$ cat src/rtl/display_channel_sequencer.sv
// Rotating channel selector feeding a sequential double-dabble converter and a
// multiplexed seven-segment driver. Optional feature macro: DISP_CH_TAG_EN.
module display_channel_sequencer #(
    parameter int NUM_CH    = 4,
    parameter int VAL_W     = 14,
    parameter int NUM_DIG   = 4,
    parameter int DWELL_CYC = 200000000,
    parameter int SCAN_CYC  = 100000,
    parameter int SAT_VAL   = 9999
) (
    input  logic                                   CLK,
    input  logic                                   RESET,
    input  logic [NUM_CH*VAL_W-1:0]                ch_values,
    input  logic [NUM_CH-1:0]                      ch_enable,
    input  logic                                   hold,
    input  logic                                   next,
    output logic [(NUM_CH>1?$clog2(NUM_CH):1)-1:0] ch_sel,
    output logic [NUM_DIG-1:0]                     an,
    output logic [6:0]                             seg,
    output logic [1:0]                             o_conv_state
);
    localparam int CH_W    = (NUM_CH > 1) ? $clog2(NUM_CH) : 1;
    localparam int DWELL_W = $clog2(DWELL_CYC);
    localparam int SCAN_W  = $clog2(SCAN_CYC);
    localparam int DIG_W   = $clog2(NUM_DIG);
    localparam int BCD_W   = 4 * NUM_DIG;
    localparam int SH_W    = $clog2(VAL_W + 1);
`ifdef DISP_CH_TAG_EN
    localparam int VAL_DIG = NUM_DIG - 1;
`else
    localparam int VAL_DIG = NUM_DIG;
`endif
    localparam int DEC_MAX = 10 ** VAL_DIG - 1;
    localparam int SAT_EFF = (SAT_VAL < DEC_MAX) ? SAT_VAL : DEC_MAX;

    localparam logic [1:0] ST_LOAD  = 2'd0;
    localparam logic [1:0] ST_SHIFT = 2'd1;
    localparam logic [1:0] ST_DONE  = 2'd2;

    logic [CH_W-1:0]    r_ch_sel;
    logic [DWELL_W-1:0] r_dwell;
    logic [SCAN_W-1:0]  r_scan;
    logic [DIG_W-1:0]   r_dig;
    logic [1:0]         r_state;
    logic [VAL_W-1:0]   r_bin;
    logic [BCD_W-1:0]   r_work;
    logic [SH_W-1:0]    r_shcnt;
    logic [BCD_W-1:0]   r_bcd;
    logic               r_blank;
    logic [NUM_DIG-1:0] r_an;
    logic [6:0]         r_seg;

    logic [CH_W-1:0]    w_next_ch;
    logic               w_found;
    logic               w_any_en;
    logic               w_expire;
    logic               w_adv;
    logic               w_abort;
    logic [VAL_W-1:0]   w_sel_val;
    logic [VAL_W-1:0]   w_sat_val;
    logic [BCD_W-1:0]   w_adj;
    logic [DIG_W-1:0]   w_msnz;
    logic               w_dig_blank;
    logic [6:0]         w_glyph;

    function automatic logic [6:0] f_glyph(input logic [3:0] d);
        case (d)
            4'h0: f_glyph = 7'b1000000;
            4'h1: f_glyph = 7'b1111001;
            4'h2: f_glyph = 7'b0100100;
            4'h3: f_glyph = 7'b0110000;
            4'h4: f_glyph = 7'b0011001;
            4'h5: f_glyph = 7'b0010010;
            4'h6: f_glyph = 7'b0000010;
            4'h7: f_glyph = 7'b1111000;
            4'h8: f_glyph = 7'b0000000;
            4'h9: f_glyph = 7'b0010000;
            4'hA: f_glyph = 7'b0001000;
            4'hB: f_glyph = 7'b0000011;
            4'hC: f_glyph = 7'b1000110;
            4'hD: f_glyph = 7'b0100001;
            4'hE: f_glyph = 7'b0000110;
            default: f_glyph = 7'b0001110;
        endcase
    endfunction

    // First enabled channel strictly above the current one, wrapping; the
    // current channel itself is reached last, so a lone channel stays put.
    always_comb begin
        w_next_ch = r_ch_sel;
        w_found   = 1'b0;
        for (int i = 1; i <= NUM_CH; i++) begin
            if (!w_found && ch_enable[(int'(r_ch_sel) + i) % NUM_CH]) begin
                w_next_ch = CH_W'((int'(r_ch_sel) + i) % NUM_CH);
                w_found   = 1'b1;
            end
        end
    end

    assign w_any_en  = |ch_enable;
    assign w_expire  = !hold && (r_dwell == DWELL_W'(DWELL_CYC - 1));
    assign w_adv     = w_any_en && (next || w_expire || !ch_enable[r_ch_sel]);
    assign w_abort   = (w_adv && (w_next_ch != r_ch_sel)) || !w_any_en;
    assign w_sel_val = ch_values[int'(r_ch_sel)*VAL_W +: VAL_W];
    assign w_sat_val = (32'(w_sel_val) > SAT_EFF) ? VAL_W'(SAT_EFF) : w_sel_val;

    always_ff @(posedge CLK or posedge RESET) begin
        if (RESET) begin
            r_ch_sel <= '0;
            r_dwell  <= '0;
        end else begin
            if (w_adv) r_ch_sel <= w_next_ch;
            if (w_adv || next || w_expire) r_dwell <= '0;
            else if (!hold) r_dwell <= r_dwell + 1'b1;
        end
    end

    always_comb begin
        w_adj = r_work;
        for (int i = 0; i < NUM_DIG; i++) begin
            if (r_work[4*i +: 4] >= 4'd5) w_adj[4*i +: 4] = r_work[4*i +: 4] + 4'd3;
        end
    end

    // The display register only moves in DONE, so a frame never mixes values.
    always_ff @(posedge CLK or posedge RESET) begin
        if (RESET) begin
            r_state <= ST_LOAD;
            r_bin   <= '0;
            r_work  <= '0;
            r_shcnt <= '0;
            r_bcd   <= '0;
            r_blank <= 1'b1;
        end else if (w_abort) begin
            r_state <= ST_LOAD;
            r_blank <= 1'b1;
        end else begin
            case (r_state)
                ST_LOAD: begin
                    r_bin   <= w_sat_val;
                    r_work  <= '0;
                    r_shcnt <= '0;
                    r_state <= ST_SHIFT;
                end
                ST_SHIFT: begin
                    r_work  <= {w_adj[BCD_W-2:0], r_bin[VAL_W-1]};
                    r_bin   <= {r_bin[VAL_W-2:0], 1'b0};
                    r_shcnt <= r_shcnt + 1'b1;
                    if (r_shcnt == SH_W'(VAL_W - 1)) r_state <= ST_DONE;
                end
                ST_DONE: begin
                    r_bcd   <= r_work;
                    r_blank <= 1'b0;
                    r_state <= ST_LOAD;
                end
                default: r_state <= ST_LOAD;
            endcase
        end
    end

    always_ff @(posedge CLK or posedge RESET) begin
        if (RESET) begin
            r_scan <= '0;
            r_dig  <= '0;
        end else if (r_scan == SCAN_W'(SCAN_CYC - 1)) begin
            r_scan <= '0;
            r_dig  <= (r_dig == DIG_W'(NUM_DIG - 1)) ? '0 : r_dig + 1'b1;
        end else begin
            r_scan <= r_scan + 1'b1;
        end
    end

    always_comb begin
        w_msnz = '0;
        for (int i = 0; i < VAL_DIG; i++) begin
            if (r_bcd[4*i +: 4] != 4'd0) w_msnz = DIG_W'(i);
        end
    end

    always_comb begin
        w_dig_blank = r_blank || (r_dig > w_msnz);
        w_glyph     = f_glyph(r_bcd[{r_dig, 2'b00} +: 4]);
`ifdef DISP_CH_TAG_EN
        if (r_dig == DIG_W'(NUM_DIG - 1)) begin
            w_dig_blank = r_blank;
            w_glyph     = f_glyph(4'(r_ch_sel));
        end
`endif
    end

    always_ff @(posedge CLK or posedge RESET) begin
        if (RESET) begin
            r_an  <= '1;
            r_seg <= 7'h7F;
        end else if (w_dig_blank) begin
            r_an  <= '1;
            r_seg <= 7'h7F;
        end else begin
            r_an  <= ~(NUM_DIG'(1) << r_dig);
            r_seg <= w_glyph;
        end
    end

    assign ch_sel       = r_ch_sel;
    assign an           = r_an;
    assign seg          = r_seg;
    assign o_conv_state = r_state;
endmodule
$ cat config.mk
export PLATFORM = sky130hd
export DESIGN_NAME = display_channel_sequencer
export DESIGN_NICKNAME = d
export VERILOG_FILES = /design/src/rtl/display_channel_sequencer.sv
export SDC_FILE = /design/constraint.sdc
export NUM_CORES = 1
export LEC_CHECK = 0
export CORE_UTILIZATION = 60
export DETAILED_ROUTE_END_ITERATION = 7
export PLACE_DENSITY = 0.86
export SLEW_MARGIN = 0
export SYNTH_ARGS = -nofsm -noshare
export SYNTH_HDL_FRONTEND = slang
export SYNTH_SLANG_ARGS = --single-unit
$ cat constraint.sdc
create_clock -name CLK -period 10.9 [get_ports CLK]
set_input_delay 2.725 -clock CLK [delete_from_list [all_inputs] [get_ports CLK]]
set_output_delay 2.725 -clock CLK [all_outputs]
set_load 0.05 [all_outputs]
==> flow_results.org <==
** Timing
- Setup repair after global routing missed its margin :: no
- Static timing analysis puts the maximum clock frequency at 191.2 MHz.
- Across the routed clock network, the largest skew measured is 9.407 ps.
- Minimum period implied by the final worst setup slack :: 5230 ps
- Summed over all failing endpoints, the final setup total negative slack is 0 ps.
- Final setup violation count :: 0
- Number of hold violations in the final report :: 0
- Tcrit/Tclk final :: 47.98%
- Final number of max-transition violations :: 0
- Hold WS :: 480.2 ps
- Headroom to the max-slew limit came out at 25.41%.
- Worst Max-Slew Pin Slew :: 1114 ps

** Clock network
- In this run, CTS created clock tree buffers numbering 17.
- Number of post-CTS setup repair buffers :: 0
- The number of hold buffers added after CTS was 0.
- Clock-pin slew was measured on the worst setup and hold paths at 50 ps.
- CTS saw 113 sinks.
- TritonCTS built the clock tree.
- Root cell of the clock tree :: sky130_fd_sc_hd__clkbuf_8
- Skew-Pair Late Insertion Delay :: 530 ps
- H-Tree Level Count :: 4
- Cells resized by post-CTS repair :: 0
- Number of buffers on the longest clock path :: 2

** Logic synthesis
- The mapped netlist covers 6155 um2.
- When the netlist entered floorplanning its net count stood at 677.
- Number of cells produced by synthesis :: 589
- Post-synthesis cell type count :: 55
- In the synthesized netlist the dominant register cell turns out to be sky130_fd_sc_hd__dfrtp_1.
- Yosys printed 0 warnings.
- Number of synthesized flops with an enable pin :: 0
- A synthesized cell averages 10.45 um2.
- Sequential cell area fraction in the yosys report :: 46.19%
- Async set or reset register ratio after synthesis :: 100.0%
- Count of state elements after synthesis :: 113

** Critical path
- STA classifies the critical path endpoint as a primary output.
- Critical-path cell with the highest stage delay :: sky130_fd_sc_hd__dfrtp_1
- STA puts the critical path data required time at 8180 ps.
- Critical path class :: reg2out
- Counting both buffers and inverters, the worst setup path holds a total of 1.
- STA classifies the critical path startpoint as a register.
- Cell class contributing the biggest share of worst-path delay :: flip-flops
- On the worst path, the slowest cell contributes a delay of 1000 ps.
- Highest fanout seen on the critical path :: 24
- Walking the worst path, the cells encountered are clkdlybuf4s50_1.
- Arr. time, crit path :: 2510 ps

** Routing
- Routed wire length :: 12960 um
- Post-route DRC violation count :: 0
- Summing over every cut layer, the via total after detailed routing is 4812.
- The first detailed-routing pass ran for 5 iterations.
- After detailed routing, the average wire length per cell comes to 15.95 um.
- First-iteration detailed-routing DRC count :: 274
- Final antenna-violating net count :: 0
- Via-per-instance ratio :: 5.926

** Power and ir drop
- VDD sags by at most 0.1139 mV.
- In this run, flip-flops and latches consume 38.6% of the power.
- For this design the total switching power over the nets is 427.3 uW.
- In this run the power density over the cells is 179.6 nW/um2.
- The internal portion of the total power is 928.4 uW.
- Static Leak :: 3.164 nW
- In this run switching power makes up 31.52% of total power.
- In this run, the clock network consumes 36.8% of the power.
- Logic gate share of total power :: 24.6%

** Die
- Row generation in the floorplan step produced 36 rows.
- Die outline width :: 103.3 um
- Effective utilization at floorplan :: 62.39%
- The die is 103.3 um tall.
- The die covers 10670 um2.
- Pin placement for this block handled 79 I/O pins.
- Core area :: 9864 um2

** Global route
- Global routing used 27.09% of the available tracks.
- The via count of the first global-routing pass is 4723.
- Total overflow reported by the global router :: 0
- The first global-routing pass estimated 21800 um of wire.
- The number of antenna violations at the first check in global routing came to 0.
- Entering global routing, the biggest net connects 67 pins.

** Placed design
- Buffers placed on the I/O ports in this run total 78.
- Summed over all nets, the half-perimeter wirelength after detailed placement is 8700 um.
- At the end of routability-driven placement, the weighted congestion stood at 0.7838.
- Once placement completed, the tool counted placed cells totaling 780.

** Cells and area
- Leaving out filler cells and counting taps, the final layout contains 812.
- Antenna fix cells :: 0
- From synthesis to final layout, the design area changed by 22.65%.
- Final-stage net count :: 754
- # fillers :: 594
- Proportion of layout cells with a drive suffix above 1 :: 12.08%

** Status
- Outcome :: completed

** Worst hold path
- The path class of the tightest hold or removal check is reg2reg.

** Run
- Number of maximum-capacitance constraint violations :: 0
==> worst paths after layout <==
| kind | slack, ps | cells after the start | from | to |
|---|---|---|---|---|
| min in group asynchronous | 2610 | 2 | RESET | r_scan[5]$_DFF_PP0_ |
| max | 5670 | 1 | ch_sel[0]$_DFFE_PP0P_ | ch_sel[0] |
| max reg2reg | 7820 | 6 | ch_sel[0]$_DFFE_PP0P_ | r_bcd[5]$_DFFE_PP0P_ |
| min | 480 | 2 | r_bin[11]$_DFFE_PP0P_ | r_bin[11]$_DFFE_PP0P_ |
| min reg2reg | 480 | 2 | r_bin[11]$_DFFE_PP0P_ | r_bin[11]$_DFFE_PP0P_ |
| max in group asynchronous | 7080 | 3 | RESET | r_work[13]$_DFFE_PP0P_ |
==> cells in the final DEF, fill, tap and decap left out, types with 5 or more instances in the layout <==
cell / count
sky130_fd_sc_hd__a21oi_1: 11
sky130_fd_sc_hd__and3_1: 5
sky130_fd_sc_hd__and4_1: 6
sky130_fd_sc_hd__clkbuf_1: 5
sky130_fd_sc_hd__clkbuf_16: 16
sky130_fd_sc_hd__clkbuf_8: 7
sky130_fd_sc_hd__clkdlybuf4s50_1: 78
sky130_fd_sc_hd__dfrtp_1: 101
sky130_fd_sc_hd__dfstp_2: 12
sky130_fd_sc_hd__ha_1: 24
sky130_fd_sc_hd__inv_1: 25
sky130_fd_sc_hd__mux2_2: 16
sky130_fd_sc_hd__mux4_1: 8
sky130_fd_sc_hd__mux4_2: 12
sky130_fd_sc_hd__nand2_1: 67
sky130_fd_sc_hd__nand2b_1: 11
sky130_fd_sc_hd__nand3_1: 24
sky130_fd_sc_hd__nor2_1: 50
sky130_fd_sc_hd__nor2b_1: 5
sky130_fd_sc_hd__nor3_1: 6
sky130_fd_sc_hd__nor4_1: 5
sky130_fd_sc_hd__o21ai_0: 53
sky130_fd_sc_hd__o221ai_1: 5
sky130_fd_sc_hd__o22ai_1: 5
sky130_fd_sc_hd__o31ai_1: 5
sky130_fd_sc_hd__or3_1: 6
sky130_fd_sc_hd__xnor2_1: 17
sky130_fd_sc_hd__xor2_1: 28
==> kinds of logic after synthesis <==
family / synth area share, %
AO/OA/AOI/OAI: 10.16
XOR/XNOR: 6.404
adder cells (fa/ha/maj): 4.879
buffers and inverters: 3.517
flip-flops: 46.19
multiplexers: 11.38
AND/OR/NAND/NOR: 17.46
==> metrics by stage <==
| step | setup slack, ps | cell area [um2] | util [%] | power (mW) |
|---|---|---|---|---|
| after floorplan | 5208 | 6155 | - | 0.7788 |
| final | 5670 | 7548 | 76.52 | 1.356 |
| after CTS | 5651 | 7548 | 76.52 | 1.358 |
| after detailed placement | 5488 | 7008 | 71.04 | 0.8585 |
| after global placement | 5639 | 7008 | 71.04 | 0.8439 |
| after global routing | 5509 | 7548 | 76.52 | 1.423 |
==> power by group through the flow <==
stage | combinational, mW | sequential (mW) | clock (mW)
after floorplan | 0.272 | 0.507 | 0
after global placement | 0.317 | 0.527 | 0
after detailed placement | 0.330 | 0.529 | 0
after CTS | 0.334 | 0.523 | 0.500
after global routing | 0.370 | 0.534 | 0.520
final | 0.333 | 0.524 | 0.499
==> synthesized netlist by cell type, drive strengths merged, types with 5 or more instances <==
master  number  area share (%)
dfrtp      101              41
clkbuf      15            0.91
buf          8             1.0
or3          6            0.61
mux4        20             7.8
nor3         9             1.1
mux2        16             2.9
o22ai        5            0.51
o21ai       58             4.8
o31ai        5            0.61
dfstp       12             5.1
nor4         7            0.91
xnor2       17             2.4
and3         5            0.51
o221ai       5            0.71
nand2       67             4.1
nand2b      11             1.1
and4         6            0.85
nor2b        5            0.51
inv         26             1.6
a21oi       11            0.89
xor2        28             4.0
or4          5            0.67
ha          24             4.9
nor2        51             3.2
nand3       24             2.0
==> registers in the layout (all words and copies together), names as in the netlist <==
| signal | cells |
|---|---|
| an | 4 |
| ch_sel | 2 |
| o_conv_state | 2 |
| r_bcd | 16 |
| r_bin | 14 |
| r_blank | 1 |
| r_dig | 2 |
| r_dwell | 28 |
| r_scan | 17 |
| r_shcnt | 4 |
| r_work | 16 |
| seg | 7 |
==> metal layers <==
metal  up-vias  share of wire (%)  wire length, um  global-route usage, %
li1       2246                  -                -                      -
met1      2361                 42             5386                  33.57
met3        28                5.6              725                  7.325
met4         0                2.0              261                  10.51
met5         -                  0                0                      0
met2       177                 51             6582                  45.54
==> area by class of cell <==
cell class	instances	area (um2)	area share, %
multi-input combinational	427	3095	41.01
inverter	26	100.1	1.326
timing repair buffer	81	803.3	10.64
sequential	113	2843	37.66
tap	133	166.4	2.205
clock buffer	28	515.5	6.829
clock inverter	4	25.02	0.3315
(Power assumes the default switching activity.)
